--- src/rtl/stopwatch_defs_pkg.sv ---
// Shared definitions for the stopwatch control slice.
// Holds the FSM state encoding, the default timing constants for a
// 50 MHz system clock and a counter-width helper.
package stopwatch_defs;

  typedef enum logic [2:0] {
    ST_IDLE    = 3'd0,
    ST_RUN     = 3'd1,
    ST_LAP     = 3'd2,
    ST_STOPPED = 3'd3,
    ST_OVF     = 3'd4
  } sw_state_e;

  localparam int unsigned DEF_CLK_DIV    = 500000;   // 50 MHz -> 100 Hz
  localparam int unsigned DEF_DEB_CYCLES = 1000000;  // 20 ms
  localparam int unsigned DEF_IND_DIV    = 50;       // 1 Hz blink period

  // Bits needed for a counter running 0 .. n-1 (at least one bit).
  function automatic int unsigned cnt_width(input int unsigned n);
    return (n < 2) ? 1 : $clog2(n);
  endfunction

endpackage

--- src/rtl/button_debounce.sv ---
// Debouncer for one raw active-low push button.
// Ports:
//   i_clk, i_rst_n : system clock, asynchronous active-low reset
//   i_btn_n        : raw button, asynchronous to i_clk
//   o_level        : debounced level (1 = released)
//   o_press        : registered one-cycle pulse on a debounced 1->0 transition
module button_debounce
  import stopwatch_defs::*;
#(
  parameter int unsigned DEB_CYCLES = DEF_DEB_CYCLES
) (
  input  logic i_clk,
  input  logic i_rst_n,
  input  logic i_btn_n,
  output logic o_level,
  output logic o_press
);

  localparam int unsigned    CW      = cnt_width(DEB_CYCLES);
  localparam logic [CW-1:0]  CNT_MAX = CW'(DEB_CYCLES - 1);

  logic          r_sync1;
  logic          r_sync2;
  logic          r_level;
  logic          r_press;
  logic [CW-1:0] r_cnt;
  logic          w_differs;
  logic          w_accept;

  assign w_differs = (r_sync2 != r_level);
  // The differing value has been seen for DEB_CYCLES consecutive cycles.
  assign w_accept  = w_differs && (r_cnt == CNT_MAX);

  always_ff @(posedge i_clk or negedge i_rst_n) begin
    if (!i_rst_n) begin
      r_sync1 <= 1'b1;
      r_sync2 <= 1'b1;
      r_level <= 1'b1;
      r_press <= 1'b0;
      r_cnt   <= '0;
    end else begin
      r_sync1 <= i_btn_n;
      r_sync2 <= r_sync1;
      // Only a falling (press) acceptance produces an event.
      r_press <= w_accept && !r_sync2;
      if (!w_differs) begin
        r_cnt <= '0;
      end else if (w_accept) begin
        r_level <= r_sync2;
        r_cnt   <= '0;
      end else begin
        r_cnt <= r_cnt + CW'(1);
      end
    end
  end

  assign o_level = r_level;
  assign o_press = r_press;

endmodule

--- src/rtl/stopwatch_ctrl.sv ---
// Stopwatch control and sequencing block.
// Debounces the start_stop and hold buttons, runs the
// IDLE/RUN/LAP/STOPPED/OVF state machine and generates the counter
// controls and indicators.
// Ports:
//   CLK_50MHz, reset_n : system clock, asynchronous active-low reset
//   start_stop, hold   : raw active-low buttons
//   overflow_in        : counter chain wrap, coincident with count_en
//   count_en           : one-cycle counter increment enable
//   count_clr          : one-cycle synchronous clear to the counter chain
//   disp_freeze        : display latch hold (LAP)
//   run_ind            : high in RUN or LAP
//   overflow_flag      : high in OVF
//   CLK_ind            : toggles every IND_DIV count_en pulses
//   state              : current FSM state (debug)
module stopwatch_ctrl
  import stopwatch_defs::*;
#(
  parameter int unsigned CLK_DIV    = DEF_CLK_DIV,
  parameter int unsigned DEB_CYCLES = DEF_DEB_CYCLES,
  parameter int unsigned IND_DIV    = DEF_IND_DIV
) (
  input  logic       CLK_50MHz,
  input  logic       reset_n,
  input  logic       start_stop,
  input  logic       hold,
  input  logic       overflow_in,
  output logic       count_en,
  output logic       count_clr,
  output logic       disp_freeze,
  output logic       run_ind,
  output logic       overflow_flag,
  output logic       CLK_ind,
  output logic [2:0] state
);

  localparam int unsigned   PW       = cnt_width(CLK_DIV);
  localparam int unsigned   IW       = cnt_width(IND_DIV);
  localparam logic [PW-1:0] PRESC_MAX = PW'(CLK_DIV - 1);
  localparam logic [IW-1:0] IND_MAX   = IW'(IND_DIV - 1);

  sw_state_e     r_state;
  sw_state_e     w_next;
  logic [PW-1:0] r_presc;
  logic [IW-1:0] r_ind_cnt;
  logic          r_clk_ind;
  logic          r_count_clr;
  logic          w_start_press;
  logic          w_hold_press;
  logic          w_unused_start_level;
  logic          w_unused_hold_level;
  logic          w_running;
  logic          w_count_en;
  logic          w_enter_idle;

  button_debounce #(.DEB_CYCLES(DEB_CYCLES)) u_deb_start (
    .i_clk   (CLK_50MHz),
    .i_rst_n (reset_n),
    .i_btn_n (start_stop),
    .o_level (w_unused_start_level),
    .o_press (w_start_press)
  );

  button_debounce #(.DEB_CYCLES(DEB_CYCLES)) u_deb_hold (
    .i_clk   (CLK_50MHz),
    .i_rst_n (reset_n),
    .i_btn_n (hold),
    .o_level (w_unused_hold_level),
    .o_press (w_hold_press)
  );

  assign w_running    = (r_state == ST_RUN) || (r_state == ST_LAP);
  assign w_count_en   = w_running && (r_presc == PRESC_MAX);
  assign w_enter_idle = (w_next == ST_IDLE) && (r_state != ST_IDLE);

  // Priority: overflow_in, then start press, then hold press.
  always_comb begin
    w_next = r_state;
    case (r_state)
      ST_IDLE:    if (w_start_press) w_next = ST_RUN;
      ST_RUN: begin
        if (overflow_in)        w_next = ST_OVF;
        else if (w_start_press) w_next = ST_STOPPED;
        else if (w_hold_press)  w_next = ST_LAP;
      end
      ST_LAP: begin
        if (overflow_in)        w_next = ST_OVF;
        else if (w_start_press) w_next = ST_STOPPED;
        else if (w_hold_press)  w_next = ST_RUN;
      end
      ST_STOPPED: begin
        if (w_start_press)      w_next = ST_RUN;
        else if (w_hold_press)  w_next = ST_IDLE;
      end
      ST_OVF:     if (w_hold_press) w_next = ST_IDLE;
      default:    w_next = ST_IDLE;
    endcase
  end

  always_ff @(posedge CLK_50MHz or negedge reset_n) begin
    if (!reset_n) begin
      r_state <= ST_IDLE;
    end else begin
      r_state <= w_next;
    end
  end

  // Prescaler and blink counter only advance while running; they hold in
  // STOPPED/OVF and are cleared on the transition into IDLE.
  always_ff @(posedge CLK_50MHz or negedge reset_n) begin
    if (!reset_n) begin
      r_presc     <= '0;
      r_ind_cnt   <= '0;
      r_clk_ind   <= 1'b0;
      r_count_clr <= 1'b0;
    end else begin
      r_count_clr <= w_enter_idle;
      if (w_enter_idle) begin
        r_presc   <= '0;
        r_ind_cnt <= '0;
        r_clk_ind <= 1'b0;
      end else if (w_running) begin
        if (w_count_en) begin
          r_presc <= '0;
          if (r_ind_cnt == IND_MAX) begin
            r_ind_cnt <= '0;
            r_clk_ind <= ~r_clk_ind;
          end else begin
            r_ind_cnt <= r_ind_cnt + IW'(1);
          end
        end else begin
          r_presc <= r_presc + PW'(1);
        end
      end
    end
  end

  assign count_en      = w_count_en;
  assign count_clr     = r_count_clr;
  assign disp_freeze   = (r_state == ST_LAP);
  assign run_ind       = w_running;
  assign overflow_flag = (r_state == ST_OVF);
  assign CLK_ind       = r_clk_ind;
  assign state         = r_state;

endmodule

--- config.mk ---
export PLATFORM = sky130hd
export DESIGN_NAME = stopwatch_ctrl
export DESIGN_NICKNAME = d
export VERILOG_FILES = /design/src/rtl/stopwatch_defs_pkg.sv /design/src/rtl/button_debounce.sv /design/src/rtl/stopwatch_ctrl.sv
export SDC_FILE = /design/constraint.sdc
export NUM_CORES = 1
export LEC_CHECK = 0
export CORE_UTILIZATION = 50
export DETAILED_ROUTE_END_ITERATION = 12
export PLACE_DENSITY_LB_ADDON = 0.12
export SLEW_MARGIN = 40
export SYNTH_ARGS = -nofsm -noshare
export SYNTH_HDL_FRONTEND = slang
export SYNTH_SLANG_ARGS = --single-unit
--- constraint.sdc ---
create_clock -name CLK_50MHz -period 3.56 [get_ports CLK_50MHz]
set_input_delay 1.068 -clock CLK_50MHz [delete_from_list [all_inputs] [get_ports CLK_50MHz]]
set_output_delay 1.068 -clock CLK_50MHz [all_outputs]
set_load 0.02 [all_outputs]
==> impl_results.md, run 1 <==
- Hold path start: u_deb_start.r_sync1
- Crit path time final: between 3 and 4 ns
- Crit-path max FO: 12
- Lkg Pwr: ~1.8 nW
- RSZ-0062 raised after global routing: no
- Die width: 90.72 um
- Register area: 1959 um2
- Vias in the first global route: 2,665
- CTS tree: yes
- Max clock buf depth: 2
- Synth Cell Area: 3935 um2
- Top Family by Delay on Critical Path: buffers and inverters
- Switch Pwr: 0.3639 mW
- Synth unique cells: 58
- Final WL: ~7.3 mm
- Max_cap viols: 0
- Routed via count: roughly 2.8k
- CP Cell Sequence: xnor2_2 -> or2_1 -> inv_2 -> clkdlybuf4s50_1
- Final Instance Area: approximately 4300 um2
- Combinational Power Share: 2.5%
- Critical path type: reg2out
- Slew HR: between 50 and 60%
- R2R cell count: 5
- Initial antenna violation count: 0
- Power Total: about 1.6 mW
- Share of cells above drive strength 1: 10.95%
- Worst Hold Endpoint: u_deb_start.r_sync2
- Final hold violations: 0
- VDD IR max: 202.8 uV
- PortBufs: 13
- Fin util: 58.18%
- GRT Total Usage: 19.34%
- WHS Path Cells: 0
- Sequential fraction of design power: a little under three fifths
- Arrival time of the worst setup path: about 2.2 ns
- # rows: 31
- Total clock sinks: between 70 and 80
- Die height: 90.72 um
- Ports: 14
- Vias/cell: ~5.5
- Clk pwr share: 40.8%
- Async S/R FF share, synth: 100.0%
- Post-synth EDFFs: 0
- Gpl congestion: 0.8741
- Syn. warnings: 0
- Final setup TNS: 0 ns
- Internal power: 1.227 mW
- Run status: completed
- Layout area overhead: 10.11%
- Reg2Reg Setup Slack: just under 1 ns
- Setup crit end kind: primary output
- Final nets: around 420
- Initial core utilization: approximately 53%
- Setup ws final: about 0.33 ns
- Core ar.: about 7400 um2
- Hold_buf cts: 0
- DP Area: 4134 um2
- Initial DRC Count: about 170
- Area of the multi-input gates: 1869 um2
- Buffers & Inverters on Critical Path: 2
- Total nets after synthesis: between 400 and 500
- Sw frac: a little under a quarter
- Post-Place Setup Slack: between 0.4 and 0.5 ns
- CTS root buf: clkbuf_8
- Final Cycle Share: between 90% and 100%
- # placed instances: 494
- Drt drc: 0
- Worst clock skew: 0.01440 ns
- Setup crit start kind: flop
- RR Startpoint: state[0]
- FF+latch count, synth: between 70 and 80
- Hold Path Class: reg2reg
- H-tree Lvls: 3
- Synth Instances: about 400
- Ant diodes: 0
- Crit Reg-Reg Endpoint: r_presc[14]
- Most used DFF post-synth: dfrtp_1
- Worst-margin pin slew: about 0.71 ns
- ANT nets after route: 0
- Most common library cell in the layout ignoring fill and taps: dfrtp_1
- # setup viols final: 0
- Max frequency: between 0.3 and 0.4 GHz
- Post-DP HPWL: approximately 5.0 mm
- Crit path from: state[0]
- Max-slew violations: 0
- CP max stage cell: clkdlybuf4s50_1
- First-pass GRT wire length: 12.74 mm
- Filler cell count: approximately 660
- Worst hold margin: about 0.35 ns
- Syn avg cell area: roughly 10 um2
- Die area: between 8000 and 9000 um2
- GRT overflow: 0
- Pin count of the biggest net entering global routing: between 70 and 80
- Pwr Density: 367.2 nW/um2
- Register area share after synthesis: between 40% and 50%
- Reg clk slew, reported paths: about 0.080 ns
- CTS buffer count: 9
- Biggest cell delay along the critical path: slightly above 0.6 ns
- Drt pass-1 iters: 4
- Detailed-route wire length per cell: about 14 um
- Later-pin clock latency in the skew report: approximately 0.35 ns
- CP required: between 2 and 2.5 ns
- Final Non-Filler Cells: between 500 and 600
- Most frequent cells in the layout: dfrtp_1, nor2_1, nand3_1, xor2_1, nand2_1
cells by family (layout without fill, tap and decap cells):
logic type | Yosys count | in the layout | synth area share [%]
simple gates | 184 | 184 | 23.88
flops | 78 | 78 | 49.79
xor+xnor | 51 | 51 | 11.54
compound gates | 48 | 48 | 9.602
buf+inv | 24 | 43 | 3.021
fa+ha+maj | 5 | 5 | 1.590
mux | 2 | 2 | 0.5723
how the worst max path moves through the flow:
stage                           to  slack, ns  cells after the start
final                      run_ind       0.33                      4
after CTS                 count_en       0.06                      5
after global routing       run_ind       0.25                      4
after floorplan           count_en       0.93                      7
after detailed placement  count_en       0.45                      5
after global placement    count_en       0.47                      5
per-layer routing:
layer	global-route usage (%)	part of all wire (%)	wire, um	vias up
met2	28.72	43	3158	47
met3	3.367	4.2	311	6
li1	-	-	-	1402
met5	0	0	0	-
met4	7.258	0.96	70	0
met1	28.21	52	3789	1355
synthesized netlist by cell type (2+ instances only):
cell       number  area share (%)
xor2_1         32             7.1
or4b_1          2            0.51
o31ai_1         2            0.38
dfrtp_1        72              46
nand2_1        25             2.4
o2111ai_1       4            0.89
o41ai_1         2            0.45
nor2_1         65             6.2
nor3b_1         2            0.38
a21oi_1         7            0.89
o31ai_2         4             1.3
nor4_1          6            0.95
nand4_1        10             1.6
a2111oi_0       3            0.67
and4_1          2            0.45
mux2_2          2            0.57
a211oi_1        2            0.38
inv_1          12             1.1
o21ai_0         6            0.76
o21ai_1         3            0.38
or4_1           4            0.76
o211ai_1        3            0.57
buf_6           2            0.57
nand2b_1        4            0.64
or2_1           2            0.32
nor3_1          5            0.64
nand3b_1        2            0.38
o221a_2         2            0.57
buf_2           5            0.64
and3_1          7             1.1
and2_1          3            0.48
nand3_1        35             4.5
xnor2_1        18             4.0
dfstp_2         6             4.0
clkbuf_1        2            0.19
ha_1            5             1.6
o211ai_2        2            0.64
nand2_2         2            0.32
power by group through the flow:
stage                     registers [mW]  clock network (mW)  logic (mW)
after CTS                          0.903               0.664      0.0420
final                              0.903               0.649      0.0399
after global routing               0.904               0.711      0.0476
after detailed placement           0.920                   0      0.0416
after global placement             0.920                   0      0.0407
after floorplan                    0.919                   0      0.0156
area by class of cell:
class | instances | area share, %
multi-input cells | 290 | 43.14
clock buffers | 10 | 2.945
repair buffers | 14 | 3.263
inverters | 13 | 1.126
clock inverters | 6 | 1.444
flip-flops and latches | 78 | 45.22
well taps | 99 | 2.859
flip-flops by register name, summed over array words and instances, names as in the netlist:
| signal | flops |
|---|---|
| u_deb_hold.o_level | 1 |
| u_deb_start.o_level | 1 |
| r_presc | 19 |
| u_deb_hold.o_press | 1 |
| count_clr | 1 |
| u_deb_start.r_sync1 | 1 |
| u_deb_hold.r_sync2 | 1 |
| u_deb_hold.r_cnt | 20 |
| state | 3 |
| u_deb_hold.r_sync1 | 1 |
| u_deb_start.r_cnt | 20 |
| CLK_ind | 1 |
| r_ind_cnt | 6 |
| u_deb_start.o_press | 1 |
| u_deb_start.r_sync2 | 1 |
repair_timing:
action / CTS / global route
gates resized for setup: 0 / 1
setup endpoints to repair: 0 / 1
buffers inserted: 0 / 0
(Power assumes the default switching activity.)
==> inputs of run 2 (changes only) <==
--- a/config.mk
+++ b/config.mk
@@ -5,9 +5,10 @@
 export SDC_FILE = /design/constraint.sdc
 export NUM_CORES = 1
 export LEC_CHECK = 0
-export CORE_UTILIZATION = 50
+export CORE_UTILIZATION = 55
 export DETAILED_ROUTE_END_ITERATION = 12
 export PLACE_DENSITY_LB_ADDON = 0.12
+export SETUP_SLACK_MARGIN = 0.02
 export SLEW_MARGIN = 40
 export SYNTH_ARGS = -nofsm -noshare
 export SYNTH_HDL_FRONTEND = slang
==> run 2 against run 1 <==
  * Clock power decreased by 4.3%
  * Core utilization increased by 4.6 points
  * Power decreased by 1.6%
  * Register-to-register slack about the same
  * First-iteration DRC count increased by 30%
  * Die area decreased by 8.9%
  * Flip-flop and latch count unchanged
  * Critical endpoint unchanged
  * Largest cell class unchanged
  * Highest routed layer unchanged
==> impl_results.md, run 2 (synthesized netlist as in run 1, its figures left out) <==
- First-pass GRT wire length: about 13 mm
- Max clock buf depth: 2
- Vias/cell: 5.754
- Arrival time of the worst setup path: approximately 2.1 ns
- Setup Buffers After CTS: 0
- CTS tree: yes
- Sw frac: between 20% and 30%
- Most frequent cells in the layout: dfrtp_1, nor2_1, nand3_1, xor2_1, nand2_1
- Die width: between 80 and 90 um
- # setup viols final: 0
- Reg2Reg Setup Slack: between 0.9 and 1 ns
- Power Total: ~1.6 mW
- Worst Hold Endpoint: u_deb_hold.r_sync2
- # rows: 30
- Max_cap viols: 0
- CP max stage cell: clkdlybuf4s50_1
- Final hold violations: 0
- Filler cell count: 581
- Die area: roughly 7500 um2
- Hold Path Class: reg2reg
- PortBufs: 13
- Run status: completed
- Ports: 14
- Reg clk slew, reported paths: approximately 0.080 ns
- Biggest cell delay along the critical path: a little over 0.6 ns
- Worst clock skew: around 0.012 ns
- CP Cell Sequence: xnor2_2 -> or2_1 -> inv_2 -> clkdlybuf4s50_1
- RR Startpoint: state[0]
- Worst-margin pin slew: around 0.75 ns
- Top flop regs: u_deb_hold.r_cnt (20), u_deb_start.r_cnt (20), r_presc (19)
- Clk pwr share: 39.7%
- Layout area overhead: 9.666%
- Worst hold margin: 0.3530 ns
- ANT nets after route: 0
- Detailed-route wire length per cell: ~15 um
- Fin util: between 60% and 70%
- WHS Path Cells: 0
- Hold_buf cts: 0
- Combinational Power Share: under 10%
- Drt pass-1 iters: 4
- H-tree Lvls: 3
- Crit-path max FO: 12
- Hold path start: u_deb_hold.r_sync1
- Pin count of the biggest net entering global routing: slightly below 80
- Final setup TNS: 0 ns
- R2R cell count: 5
- Share of cells above drive strength 1: between 10% and 20%
- Lkg Pwr: approximately 1.8 nW
- Final nets: 416
- Gpl congestion: roughly 0.88
- CTS root buf: clkbuf_8
- Crit path time final: about 3.2 ns
- Post-DP HPWL: 5.127 mm
- CP required: 2.49 ns
- Later-pin clock latency in the skew report: between 0.3 and 0.4 ns
- Max frequency: between 0.3 and 0.4 GHz
- Slew HR: roughly half
- Area of the multi-input gates: about 1900 um2
- GRT overflow: 0
- Setup crit end kind: primary output
- Register area: slightly below 2000 um2
- RSZ-0062 raised after global routing: no
- Switch Pwr: 0.3469 mW
- Core ar.: ~7000 um2
- VDD IR max: ~280 uV
- Most common library cell in the layout ignoring fill and taps: dfrtp_1
- Internal power: 1.218 mW
- CTS buffer count: 9
- Routed via count: a little under 3k
- Sequential fraction of design power: approximately 58%
- Final WL: 7.652 mm
- Total clock sinks: 78
- Initial DRC Count: ~220
- Post_cts resized: 0
- Setup crit start kind: flop
- Vias in the first global route: around 2.8k
- Crit Reg-Reg Endpoint: r_presc[14]
- Initial core utilization: 57.29%
- Max-slew violations: 0
- Pwr Density: between 300 and 400 nW/um2
- Ant diodes: 0
- Drt drc: 0
- Final Cycle Share: between 80% and 90%
- GRT Total Usage: 22.54%
- Die height: roughly 87 um
- Initial antenna violation count: 0
- Critical path type: reg2out
-- run 2: cell types whose count changed in the layout (fill, tap and decap cells not counted) --
cell,change
clkinv_2,+1
clkinvlp_4,-2
clkbuf_1,-1
-- run 2: how the worst max path moves through the flow --
stage | startpoint | end | slack [ns] | depth (start not counted)
4_1_cts | r_presc[11] | count_en | 0.06 | 5
3_3_place_gp | r_presc[11] | count_en | 0.48 | 5
6_report | state[0] | run_ind | 0.37 | 4
3_5_place_dp | r_presc[11] | count_en | 0.44 | 5
5_1_grt | state[0] | run_ind | 0.27 | 4
2_1_floorplan | state[1] | count_en | 0.93 | 7
-- run 2: power groups by stage --
stage	clock network (mW)	logic, mW	registers (mW)
4_1_cts	0.639	0.0423	0.903
5_1_grt	0.685	0.0481	0.904
6_report	0.621	0.0405	0.903
2_1_floorplan	0	0.0156	0.919
3_5_place_dp	0	0.0415	0.921
3_3_place_gp	0	0.0406	0.920
-- run 2: area by class of cell --
| cell class | instances | share of cell area, % |
|---|---|---|
| Timing Repair Buffer | 14 | 3.276 |
| Sequential cell | 78 | 45.40 |
| Tap cell | 96 | 2.783 |
| Clock inverter | 5 | 1.218 |
| Multi-Input combinational cell | 290 | 43.32 |
| Clock buffer | 9 | 2.870 |
| Inverter | 13 | 1.131 |
-- run 2: layer usage --
| metal | track usage, % | vias up | share of wire, % |
|---|---|---|---|
| met5 | 0 | - | 0 |
| met1 | 31.60 | 1430 | 47 |
| met4 | 9.394 | 0 | 1.3 |
| met2 | 33.04 | 61 | 46 |
| li1 | - | 1403 | - |
| met3 | 6.286 | 12 | 5.5 |
-- run 2: per-stage QoR --
step	setup slack, ns	std cells	area [um2]
after floorplan	0.9346	392	3935
after global placement	0.4773	491	4120
after detailed placement	0.4396	491	4136
after CTS	0.05595	505	4313
after global routing	0.2673	505	4315
final	0.3661	505	4315
-- run 2: critical path: cells and delay by family (launching register included) --
kind | cells | cell delay, ns
XOR/XNOR | 1 | 0.20
buffers and inverters | 2 | 0.75
AND/OR/NAND/NOR | 1 | 0.31
flip-flops | 1 | 0.51
